[config.mk]
export PLATFORM = sky130hd
export DESIGN_NAME = digit_edit_ctrl
export DESIGN_NICKNAME = d
export VERILOG_FILES = /design/src/rtl/digit_edit_ctrl.sv
export SDC_FILE = /design/constraint.sdc
export NUM_CORES = 1
export LEC_CHECK = 0
export BUFFER_PORTS_ARGS = -buffer_cell sky130_fd_sc_hd__buf_2
export CORE_MARGIN = 3
export CORE_UTILIZATION = 48
export CTS_CLUSTER_SIZE = 40
export DETAILED_ROUTE_END_ITERATION = 8
export MAX_ROUTING_LAYER = met4
export PLACE_DENSITY = 0.75
export SETUP_SLACK_MARGIN = 0.4
export SLEW_MARGIN = 30
export SYNTH_ARGS = -nofsm -noshare
export SYNTH_HDL_FRONTEND = slang
export SYNTH_SLANG_ARGS = --single-unit
[constraint.sdc]
create_clock -name clk -period 9.14 [get_ports clk]
set_clock_uncertainty 0.05 [all_clocks]
set_input_delay 0 -clock clk [delete_from_list [all_inputs] [get_ports clk]]
set_output_delay 0 -clock clk [all_outputs]
set_load 0.01 [all_outputs]
[src/rtl/digit_edit_ctrl.sv]
// Cursor-driven BCD digit editor: snapshot, per-digit wrap, hours-pair limit,
// edge-detected keys with up/down auto-repeat, inactivity timeout, load pulse.
module digit_edit_ctrl #(
    parameter int NUM_DIGITS = 6,
    parameter logic [4*NUM_DIGITS-1:0] DIGIT_MAX =
        {4'd2, 4'd9, 4'd5, 4'd9, 4'd5, 4'd9},
    parameter int PAIR_LIMIT   = 1,
    parameter int PAIR_MAX     = 23,
    parameter int BLINK_HALF   = 50_000_000,
    parameter int REPT_DELAY   = 50_000_000,
    parameter int REPT_RATE    = 10_000_000,
    parameter int IDLE_TIMEOUT = 500_000_000
) (
    input  logic                    clk,
    input  logic                    rst_n,
    input  logic                    edit_req,
    input  logic [4*NUM_DIGITS-1:0] cur_val,
    input  logic                    left,
    input  logic                    right,
    input  logic                    up,
    input  logic                    down,
    input  logic                    confirm,
    input  logic                    cancel,
    output logic                    editing,
    output logic [4*NUM_DIGITS-1:0] edit_val,
    output logic [NUM_DIGITS-1:0]   cursor,
    output logic [NUM_DIGITS-1:0]   cursor_blink,
    output logic                    load_valid,
    output logic [4*NUM_DIGITS-1:0] load_val
);

    localparam int W  = 4 * NUM_DIGITS;
    localparam int TI = NUM_DIGITS - 1;
    localparam int UI = (NUM_DIGITS >= 2) ? NUM_DIGITS - 2 : 0;
    localparam logic [3:0] T_MAX = 4'(PAIR_MAX / 10);
    localparam logic [3:0] U_MAX = 4'(PAIR_MAX % 10);
    localparam logic [6:0] P_MAX = 7'(PAIR_MAX);
    localparam logic [31:0] BLINK_END = 32'(BLINK_HALF - 1);
    localparam logic [31:0] IDLE_END  = 32'(IDLE_TIMEOUT - 1);
    localparam logic [31:0] RD = 32'(REPT_DELAY);
    localparam logic [31:0] RR = 32'(REPT_RATE);
    localparam logic [NUM_DIGITS-1:0] CUR_RST = {1'b1, {(NUM_DIGITS-1){1'b0}}};

    typedef enum logic [1:0] {S_IDLE, S_EDIT, S_COMMIT} state_t;

    state_t                state_q, state_d;
    logic                  editing_q, editing_d;
    logic [W-1:0]          edit_val_q, edit_val_d;
    logic [NUM_DIGITS-1:0] cursor_q, cursor_d;
    logic                  blink_q, blink_d;
    logic [31:0]           blink_cnt_q, blink_cnt_d;
    logic [31:0]           idle_cnt_q, idle_cnt_d;
    logic [31:0]           rept_cnt_q, rept_cnt_d;
    logic                  rept_arm_q, rept_arm_d;
    logic                  rept_first_q, rept_first_d;
    logic                  rept_dn_q, rept_dn_d;
    logic [5:0]            key_q, key_d;
    logic                  load_valid_q, load_valid_d;
    logic [W-1:0]          load_val_q, load_val_d;

    logic [5:0]  keys, edges;
    logic        rept_held, rept_fire, up_ev, dn_ev, accept;
    logic [31:0] rept_next;
    int          idx;
    logic [3:0]  dig, lim, dig_new;
    logic [6:0]  pair_v;

    // key order: confirm, cancel, left, right, up, down (MSB first)
    assign keys  = {confirm, cancel, left, right, up, down};
    assign edges = keys & ~key_q;

    always_comb begin
        rept_held = rept_dn_q ? down : up;
        rept_next = rept_cnt_q + 32'd1;
        rept_fire = 1'b0;
        if (rept_arm_q && rept_held)
            rept_fire = rept_first_q ? (rept_next == RD) : (rept_next == RR);
        up_ev = edges[1] | (rept_fire & ~rept_dn_q);
        dn_ev = edges[0] | (rept_fire & rept_dn_q);

        idx = 0;
        for (int i = 0; i < NUM_DIGITS; i++)
            if (cursor_q[i]) idx = i;
        dig = edit_val_q[idx*4 +: 4];
        lim = DIGIT_MAX[idx*4 +: 4];
        if (PAIR_LIMIT != 0) begin
            if (idx == TI)
                lim = T_MAX;
            else if (idx == UI)
                lim = (edit_val_q[TI*4 +: 4] == T_MAX) ? U_MAX : 4'd9;
        end
        // values above the limit wrap to 0 on up
        if (up_ev)
            dig_new = (dig >= lim) ? 4'd0 : dig + 4'd1;
        else
            dig_new = (dig == 4'd0) ? lim : dig - 4'd1;
        pair_v = 7'(dig_new) * 7'd10 + 7'(edit_val_q[UI*4 +: 4]);
    end

    always_comb begin
        state_d      = state_q;
        edit_val_d   = edit_val_q;
        cursor_d     = cursor_q;
        blink_d      = blink_q;
        blink_cnt_d  = blink_cnt_q;
        idle_cnt_d   = idle_cnt_q;
        rept_cnt_d   = rept_cnt_q;
        rept_arm_d   = rept_arm_q;
        rept_first_d = rept_first_q;
        rept_dn_d    = rept_dn_q;
        key_d        = keys;
        load_valid_d = 1'b0;
        load_val_d   = load_val_q;
        accept       = 1'b0;

        case (state_q)
            S_IDLE: begin
                rept_arm_d = 1'b0;
                if (edit_req) begin
                    state_d     = S_EDIT;
                    edit_val_d  = cur_val;
                    cursor_d    = CUR_RST;
                    blink_d     = 1'b1;
                    blink_cnt_d = '0;
                    idle_cnt_d  = '0;
                end
            end
            S_EDIT: begin
                if (blink_cnt_q == BLINK_END) begin
                    blink_cnt_d = '0;
                    blink_d     = ~blink_q;
                end else begin
                    blink_cnt_d = blink_cnt_q + 32'd1;
                end
                idle_cnt_d = idle_cnt_q + 32'd1;

                if (edges[1] || edges[0]) begin
                    rept_arm_d   = 1'b1;
                    rept_dn_d    = ~edges[1];
                    rept_cnt_d   = '0;
                    rept_first_d = 1'b1;
                end else if (rept_arm_q && rept_held) begin
                    rept_cnt_d = rept_fire ? '0 : rept_next;
                    if (rept_fire) rept_first_d = 1'b0;
                end else begin
                    rept_arm_d = 1'b0;
                end

                if (edges[5]) begin
                    state_d      = S_COMMIT;
                    load_valid_d = 1'b1;
                    load_val_d   = edit_val_q;
                end else if (edges[4]) begin
                    state_d = S_IDLE;
                end else if (edges[3]) begin
                    cursor_d = {cursor_q[NUM_DIGITS-2:0], cursor_q[NUM_DIGITS-1]};
                    accept   = 1'b1;
                end else if (edges[2]) begin
                    cursor_d = {cursor_q[0], cursor_q[NUM_DIGITS-1:1]};
                    accept   = 1'b1;
                end else if (up_ev || dn_ev) begin
                    edit_val_d[idx*4 +: 4] = dig_new;
                    if (PAIR_LIMIT != 0 && idx == TI && pair_v > P_MAX)
                        edit_val_d[UI*4 +: 4] = U_MAX;
                    accept = 1'b1;
                end else if (idle_cnt_q == IDLE_END) begin
                    state_d = S_IDLE;
                end

                if (accept) begin
                    blink_d     = 1'b1;
                    blink_cnt_d = '0;
                    idle_cnt_d  = '0;
                end
            end
            S_COMMIT: state_d = S_IDLE;
            default:  state_d = S_IDLE;
        endcase

        editing_d = (state_d == S_EDIT);
    end

    always_ff @(posedge clk or negedge rst_n) begin
        if (!rst_n) begin
            state_q      <= S_IDLE;
            editing_q    <= 1'b0;
            edit_val_q   <= '0;
            cursor_q     <= CUR_RST;
            blink_q      <= 1'b0;
            blink_cnt_q  <= '0;
            idle_cnt_q   <= '0;
            rept_cnt_q   <= '0;
            rept_arm_q   <= 1'b0;
            rept_first_q <= 1'b0;
            rept_dn_q    <= 1'b0;
            key_q        <= '0;
            load_valid_q <= 1'b0;
            load_val_q   <= '0;
        end else begin
            state_q      <= state_d;
            editing_q    <= editing_d;
            edit_val_q   <= edit_val_d;
            cursor_q     <= cursor_d;
            blink_q      <= blink_d;
            blink_cnt_q  <= blink_cnt_d;
            idle_cnt_q   <= idle_cnt_d;
            rept_cnt_q   <= rept_cnt_d;
            rept_arm_q   <= rept_arm_d;
            rept_first_q <= rept_first_d;
            rept_dn_q    <= rept_dn_d;
            key_q        <= key_d;
            load_valid_q <= load_valid_d;
            load_val_q   <= load_val_d;
        end
    end

    assign editing      = editing_q;
    assign edit_val     = edit_val_q;
    assign cursor       = cursor_q;
    assign cursor_blink = editing_q ? (cursor_q & {NUM_DIGITS{blink_q}}) : '0;
    assign load_valid   = load_valid_q;
    assign load_val     = load_val_q;

endmodule

# After elaboration in Yosys (flattened, before gate mapping)
# Index checks and enable logic that the tools add are counted.
# classes
n_addsub	7
mul	1
div	0
order_cmp	2
eq_ne	18
shifts	4
n_mux	65
n_bitwise	10
reduce_logical	18
# ops
op	n
32-bit two-way mux	10
24-bit two-way mux	6
32-bit one-hot mux with 2 select lines	2
32-bit by 1-bit adder with 32-bit output, second input constant	3
32-bit by 26-bit equality test with 1-bit output, second input constant	2
32-bit by 4-bit equality test with 1-bit output, second input constant	2
24-bit one-hot mux with 2 select lines	1
6-bit two-way mux	6
32-bit negator with 33-bit output	1
4-bit by 33-bit variable shift with 24-bit output, first input constant	1
4-bit by 33-bit indexed part select with 24-bit output	1
32-bit by 24-bit equality test with 1-bit output, second input constant	1
32-bit by 29-bit equality test with 1-bit output, second input constant	1
24-bit by 32-bit indexed part select with 4-bit output	1
24-bit by 32-bit indexed part select with 4-bit output, first input constant	1
4-bit two-way mux	7
24-bit bitwise mux	1
1-bit two-way mux	20
2-bit two-way mux	8
6-bit bitwise AND	2
2-bit != test, second input constant	6
6-bit one-hot mux with 2 select lines	1
2-bit AND reduction	5
3-bit != test, second input constant	3
other kinds (22)	33
# word_totals
register_bits	164
latch_bits	0
ramBits	0
rom_bits	0
in_bits	33
out_inout_bits	62
wordCells	139
n_memories	0

# Longest topological paths before layout
# Gate-level depths: netlist of the first run.
# logic_depth
ltp_word	22
depth_mapped	26
mapped_depth_nobuf	24

# Worst setup path after synthesis of the first run
# Ideal clock, no wire load.
# synth_path
kind	register -> register
from	register cursor_q[3] (netlist: cursor[3])
to	register edit_val_q[16] (netlist: edit_val[16])
setup_ns	0.087
arrival_time_ns	5.749
required_ns	9.003
setup_slack_ns	3.255
path_stages_with_launch	26
n_path_buf	2
period_less_slack_ns	5.885
cell_sequence	dfrtp_1 > buf_2 > inv_2 > a21oi_1 > or2_2 > clkbuf_1 > ha_1 > a21oi_1 > ha_1 > nand2b_1 > a21o_1 > a21o_1 > a21oi_1 > or4b_1 > a221oi_1 > a21oi_1 > nand2_1 > ha_1 > ha_1 > inv_1 > fa_1 > nor3b_1 > xnor2_1 > or4_1 > and2_0 > o211ai_1
# synth_between
elab_chain_cells	20
elab_cells_between_ends	31
cone_classes	4 x add/sub; 1 x mul; 2 x order compare; 2 x eq/ne; 4 x shift; 16 x mux; 2 x reduce/logical
# synth_lines
element	line_no	source
start: declaration	49	logic [NUM_DIGITS-1:0] cursor_q, cursor_d;
start signal: assignment	203	cursor_q <= cursor_d;
32-bit two-way mux (*) (3 in series)	83	if (cursor_q[i]) idx = i;
24-bit by 32-bit indexed part select with 4-bit output / 32-bit by 4-bit equality test with 1-bit output (equally long branches)	85, 89	
4-bit two-way mux	89	else if (idx == UI)
4-bit two-way mux	87	if (idx == TI)
4-bit >= comparator	94	dig_new = (dig >= lim) ? 4'd0 : dig + 4'd1;
4-bit two-way mux	94	
4-bit two-way mux	93	if (up_ev)
4-bit by 3-bit multiplier with 6-bit output	97	pair_v = 7'(dig_new) * 7'd10 + 7'(edit_val_q[UI*4 +: 4]);
(+2 left out)	-	
1-bit logical AND	163	if (PAIR_LIMIT != 0 && idx == TI && pair_v > P_MAX)
4-bit two-way mux (*)	163	
24-bit two-way mux (*)	161	end else if (up_ev || dn_ev) begin
24-bit two-way mux (*)	158	end else if (edges[2]) begin
24-bit two-way mux (*)	155	end else if (edges[3]) begin
24-bit two-way mux (*)	153	end else if (edges[4]) begin
24-bit two-way mux (*)	149	if (edges[5]) begin
24-bit one-hot mux with 2 select lines (*)	116	case (state_q)
end signal: assignment	202	edit_val_q <= edit_val_d;
end: declaration	48	logic [W-1:0] edit_val_q, edit_val_d;
# Mark *: on every way between the ends. The rest lies on a longest branch, timed or not. The select of a mux whose other input is x is not followed.
# A chain may end at the register's enable or synchronous reset.

# Worst setup path after layout of the first run
# layout_path
from	register cursor_q[5] (netlist: cursor[5])
to	register edit_val_q[16] (netlist: edit_val[16])
# layout_between
elab_chain_cells	18
elab_cells_between_ends	29
cone_classes	4 x add/sub; 1 x mul; 2 x order compare; 2 x eq/ne; 4 x shift; 14 x mux; 2 x reduce/logical
# layout_lines
element	line_no
32-bit two-way mux (*)	83
24-bit by 32-bit indexed part select with 4-bit output / 32-bit by 4-bit equality test with 1-bit output (equally long branches)	85, 89
4-bit two-way mux	89
4-bit two-way mux	87
4-bit >= comparator	94
4-bit two-way mux	94
4-bit two-way mux	93
4-bit by 3-bit multiplier with 6-bit output	97
(+2 left out)	-
1-bit logical AND	163
4-bit two-way mux (*)	163
24-bit two-way mux (*)	161
24-bit two-way mux (*)	158
24-bit two-way mux (*)	155
24-bit two-way mux (*)	153
24-bit two-way mux (*)	149
24-bit one-hot mux with 2 select lines (*)	116
# Marks and branches as above.

==> results of run 1 <==
timing repair:
action / in CTS / in global routing
gates resized for setup: 0 / 0
hold buffers: 31 / 0
endpoints found under the hold margin: 133 / 0
stage by stage:
step	utilization, %	instance area, sq um
finish	57.0	11800
global route	57.0	11800
CTS	57.0	11800
detailed placement	52.6	10900
global placement	52.6	10800
floorplan	-	10200
cell families after synthesis:
kind of cell	Yosys count	share of synthesized area, %
xor gates and xnor gates	29	2.48
adders and majority gates	21	2.71
DFF	164	40.1
buffers and inverters	108	4.62
AOI/OAI and AO/OA	325	19.7
and+or+nand+nor	498	25.7
muxes	43	4.68
power breakdown:
part	total [mW]	switching, mW	internal (mW)	leakage, nW
clock	0.735	0.346	0.389	0.288
sequential	1.03	0.164	0.867	2.14
combinational	1.64	0.968	0.675	2.56
registers in the layout, indices dropped and copies added, names as in the netlist:
name,cells
rept_dn_q,1
edit_val,24
rept_first_q,1
load_val,24
key_q,6
idle_cnt_q,32
load_valid,1
cursor,6
state_q,2
blink_cnt_q,32
rept_cnt_q,32
rept_arm_q,1
blink_q,1
editing,1
cells in the final DEF, fill, tap and decap left out, types with 29 or more instances in the layout:
cell	instances
mux2_2	32
nor2_1	62
dlygate4sd3_1	31
nand3_1	57
inv_1	43
buf_2	93
dfrtp_1	163
and3_1	29
nand2_1	151
a21oi_1	72
o21ai_0	124
worst paths after layout:
| kind | start | end | slack, ns | cells past startpoint |
|---|---|---|---|---|
| hold reg to reg | load_val[11] | load_val[11] | 0.46 | 1 |
| max in group asynchronous | rst_n | edit_val[7] | 7.55 | 3 |
| hold / removal | rst_n | rept_cnt_q[6] | 0.16 | 2 |
| setup reg to reg | cursor[5] | edit_val[16] | 2.43 | 23 |
| min in group clk | right | key_q[2] | 0.16 | 2 |
| setup / recovery | cursor[5] | edit_val[16] | 2.43 | 23 |
final cells by class:
| class | count | area, sq um |
|---|---|---|
| sequential | 164 | 4110 |
| clock inverter | 15 | 168 |
| timing repair buffer | 136 | 872 |
| tap | 270 | 338 |
| multi-input combinational | 916 | 5690 |
| clock buffer | 17 | 425 |
| fill | 1781 | 8870 |
| inverter | 44 | 165 |
per-layer routing:
metal  track usage [%]  vias to the layer above  part of all wire, %
li1                  -                     4540                    -
met1              33.9                     4587                   46
met2              36.2                      343                   46
met3              4.27                       43                  6.3
met4              6.21                        0                  1.7
met5                 -                        -                    0
critical path, stage by stage, from the launching register on:
cell      delay (ns)
dfstp_2         0.73
or2_1           0.29
a21oi_1         0.12
a222oi_1        0.35
nand2_1         0.25
ha_1            0.34
nand2b_1        0.14
a21o_1          0.17
a21o_1          0.17
a21oi_1         0.36
or4b_1          0.52
a221oi_1        0.34
a21oi_1         0.24
nand2_1         0.22
ha_1            0.26
ha_1            0.20
inv_1           0.06
fa_1            0.44
xor2_1          0.18
a21oi_1         0.31
nand2_1         0.09
or4_1           0.44
and2_0          0.16
o211ai_1        0.15
==> flow_metrics.py, run 1 <==
metrics = {
    "yosys": {
        "yosysTopAreaCellShare_pct": 39.8,
        "synth_top_area_cell": "dfrtp_1",
        "synth-seq-cells": 164,
        "synth_top_cells_by_area": "dfrtp_1, o21ai_0, nand2_1, a21oi_1, mux2_2",
        "ys_async_sr_fraction_pct": 100,
        "synth_area_sq_um": 10200,
        "synth.avg_cell_area_sq_um": 8.62,
        "synthTopCellsByCount": "dfrtp_1, nand2_1, o21ai_0, a21oi_1, nor2_1",
        "yosysMostFrequentCell": "dfrtp_1",
        "netlist_instances": 1188,
        "synth_flop_cell": "dfrtp_1",
        "yosysSeqAreaShare_pct": 40.1,
        "syn_nets": 1242,
        "synth_edf_count": 0,
        "yosys_warnings": 0,
        "ys_types": 83,
    },
    "clock_tree": {
        "h-tree-depth": 4,
        "cts-root-buf": "clkbuf_16",
        "insertion_delay_ns": 0.44,
        "cts.clk_slew.worst_paths_ns": 0.08,
        "clkSinkCount": 164,
        "postCtsSetupBuffers": 0,
        "numCtsBuffers": 17,
        "cts_tree": "built",
        "clockBufferDepth": 2,
    },
    "power": {
        "power_density_nw_per_um2": 290,
        "peakVddDrop_mv": 0.207,
        "totalPowerFinal_mw": 3.41,
        "p_leak_nw": 4.99,
    },
    "global_routing": {
        "overflow": 0,
        "grt_pass1_vias": 8935,
        "grtUsageTotal_pct": 24.1,
        "grt_pass1_wl_mm": 45.6,
        "antenna_found_initial": 0,
        "grt_max_degree": 103,
    },
    "die": {
        "io_pins": 95,
        "start_util_pct": 49.7,
        "die_height_um": 152,
        "fp.dieW_um": 152,
        "coreArea_sq_um": 20600,
        "rows": 52,
        "die-area_sq_um": 23100,
    },
    "sta": {
        "setup-tns-final_ns": 0,
        "drv_slew": 0,
        "fmax_mhz": 149,
        "worst_slack_ns": 2.43,
        "hold_viol_final": 0,
        "slew_headroom_pct": 39.3,
        "rsz0062_at_grt": "false",
        "worst_slew_pin_slew_ns": 0.910,
        "fin_crit_ns": 6.71,
        "fin_crit_sh_pct": 73.4,
        "setup_viol": 0,
        "hold_slack_ns": 0.159,
    },
    "detailed_routing": {
        "routed_wl_mm": 27.4,
        "viasPerCell": 6.09,
        "vias": 9513,
        "drc": 0,
        "postRouteAntennaNets": 0,
        "wl_per_cell_um": 17.6,
        "drtIter0Drc": 879,
        "first_pass_iters": 6,
    },
    "placement": {
        "gp_congestion": 0.942,
        "dp_slack_ns": 2.57,
        "io_buffer_count": 94,
        "dp_hpwl_mm": 18.3,
        "dp.cells": 1499,
    },
    "cells_and_area": {
        "final_nets": 1333,
        "layout-drive-gt1-share_pct": 16.1,
        "final_cells": 1562,
        "synthToLayoutAreaGrowth_pct": 14.8,
        "diodes": 0,
    },
    "status": {
        "status": "completed",
    },
    "worst_hold_path": {
        "hp-class": "in -> async",
    },
    "worst_setup_path": {
        "cp-start-kind": "flop",
        "critPathKind": "reg -> reg",
        "cp.arrival_ns": 7.01,
        "cp-end-kind": "flop",
        "critPathMaxFanout": 19,
        "cp.required_ns": 9.44,
    },
    "job": {
        "max_cap_violations": 0,
    },
}
Note: power is estimated with default switching activity, not from simulation.
==> run 2, diff against run 1 <==
--- a/config.mk
+++ b/config.mk
@@ -11,7 +11,7 @@
 export CTS_CLUSTER_SIZE = 40
 export DETAILED_ROUTE_END_ITERATION = 8
 export MAX_ROUTING_LAYER = met4
-export PLACE_DENSITY = 0.75
+export PLACE_DENSITY = 0.77
 export SETUP_SLACK_MARGIN = 0.4
 export SLEW_MARGIN = 30
 export SYNTH_ARGS = -nofsm -noshare
==> constraint.sdc (replaced) <==
create_clock -name clk -period 5.5 [get_ports clk]
set_clock_uncertainty 0.05 [all_clocks]
set_input_delay 0 -clock clk [delete_from_list [all_inputs] [get_ports clk]]
set_output_delay 0 -clock clk [all_outputs]
set_load 0.01 [all_outputs]
==> run 2 against run 1 <==
Effect of this change:
- cell count up 2.9%
- total power grew 82%
- sequential share of layout area down 1.5 points
- critical path type unchanged
- largest cell class unchanged
==> flow_metrics.py, run 2 (synthesis gave the netlist of run 1 again) <==
metrics = {
    "die": {
        "coreArea_sq_um": 20600,
        "die_height_um": 152,
        "start_util_pct": 49.7,
        "rows": 52,
        "fp.dieW_um": 152,
        "die-area_sq_um": 23100,
        "io_pins": 95,
    },
    "worst_setup_path": {
        "cp.arrival_ns": 5.72,
        "critPathMaxFanout": 5,
        "cp-end-kind": "flop",
        "worst_r2r_path_depth": 24,
        "r2r_start": "cursor[2]",
        "cp-start-kind": "flop",
        "path_cells": "nand2b_4, a21oi_2, or2_4, ha_4, a21oi_4, ha_1, nand2b_4, a21o_1, a21o_1, a21oi_2, or4b_4, a221oi_4, a21oi_2, nand2_2, ha_4, ha_4, inv_2, fa_1, xor2_1, a21oi_2, nand2_1, or4_4, nand3b_1, a221o_1",
        "reg2reg_to": "edit_val[17]",
        "crit_slowest_cell": "or4_4",
        "cp.required_ns": 5.82,
        "crit_path_max_incr_delay_ns": 0.53,
        "r2r_setup_slack_ns": 0.1,
        "critPathKind": "reg -> reg",
        "path_common_cell": "a21oi_2",
    },
    "sta": {
        "hold_viol_final": 0,
        "setup-tns-final_ns": 0,
        "worst_slack_ns": 0.0954,
        "drv_slew": 0,
        "fin_crit_sh_pct": 98.3,
        "fmax_mhz": 185,
        "setup_viol": 0,
        "fin_crit_ns": 5.40,
        "slew_headroom_pct": 33.9,
        "hold_slack_ns": 0.128,
        "rsz0062_at_grt": "true",
        "worst_slew_pin_slew_ns": 0.982,
    },
    "placement": {
        "dp_hpwl_mm": 19.1,
        "gp_congestion": 0.960,
        "dp_slack_ns": 0.00339,
        "dp.cells": 1531,
        "io_buffer_count": 94,
        "place_area_sq_um": 11200,
    },
    "detailed_routing": {
        "viasPerCell": 6.07,
        "postRouteAntennaNets": 0,
        "drc": 0,
        "vias": 9764,
        "drtIter0Drc": 715,
        "wl_per_cell_um": 17.5,
        "first_pass_iters": 5,
        "routed_wl_mm": 28.2,
    },
    "cells_and_area": {
        "final_area_sq_um": 12300,
        "final_cells": 1608,
        "synthToLayoutAreaGrowth_pct": 20.0,
        "final_cell_mix": "dfrtp_1, nand2_1, o21ai_0",
        "final_nets": 1379,
        "final_util_pct": 59.6,
        "reg.largest.list": "blink_cnt_q x32, idle_cnt_q x32, rept_cnt_q x32",
        "layout-drive-gt1-share_pct": 21.3,
        "final_common_cell": "dfrtp_1",
    },
    "worst_hold_path": {
        "hp-class": "in -> async",
    },
    "power": {
        "totalPowerFinal_mw": 6.20,
        "power_density_nw_per_um2": 504,
        "p_leak_nw": 5.28,
        "peakVddDrop_mv": 0.351,
    },
    "global_routing": {
        "grt_pass1_wl_mm": 47.7,
        "grtUsageTotal_pct": 25.0,
        "grt_max_degree": 111,
        "grt_pass1_vias": 9401,
        "overflow": 0,
        "antenna_found_initial": 1,
    },
    "clock_tree": {
        "h-tree-depth": 4,
        "numCtsBuffers": 17,
        "cts-root-buf": "clkbuf_16",
        "cts_tree": "built",
        "clockBufferDepth": 2,
        "cts.clk_slew.worst_paths_ns": 0.07,
        "clkSinkCount": 164,
        "insertion_delay_ns": 0.44,
    },
    "job": {
        "max_cap_violations": 0,
    },
    "status": {
        "status": "completed",
    },
}
run 2: routing by layer:
metal | GRT usage, % | routed length [um]
met1 | 34.2 | 12600
met3 | 4.24 | 1860
met2 | 38.7 | 13200
met5 | - | 0
met4 | 7.15 | 545
run 2: timing repair:
action | 4_1_cts | 5_1_grt
setup endpoints to repair | 4 | 4
hold endpoints to repair | 140 | 0
resized for setup | 14 | 14
buffers inserted | 13 | 1
pin swaps | 14 | 18
hold buffers | 31 | 0
run 2: worst max-delay path: cells and delay by family (launching register included):
| family | cells | cell delay (ns) |
|---|---|---|
| simple gates | 8 | 1.93 |
| compound gates | 9 | 1.46 |
| fa+ha+maj | 5 | 1.25 |
| flops | 1 | 0.43 |
| xor+xnor | 1 | 0.17 |
| buf+inv | 1 | 0.05 |
run 2: final cells by class:
cell class,count,area [sq um]
antenna,1,2.50
fill,1729,8330
sequential,164,4110
timing repair buffer,182,1230
tap,270,338
clock inverter,14,143
clock buffer,17,425
inverter,44,168
multi-input combinational,916,5880
run 2: worst max path at each step:
stage | from | endpoint | cells past startpoint
2_1_floorplan | cursor[5] | edit_val[16] | 25
3_3_place_gp | cursor[3] | edit_val[16] | 24
3_5_place_dp | cursor[4] | edit_val[16] | 24
4_1_cts | cursor[2] | edit_val[17] | 24
5_1_grt | cursor[2] | edit_val[16] | 24
6_report | cursor[2] | edit_val[17] | 24
run 2: where the power goes:
group          internal [mW]  switching, mW
Sequential              1.44          0.246
Combinational           1.48           1.85
Clock                  0.636          0.546
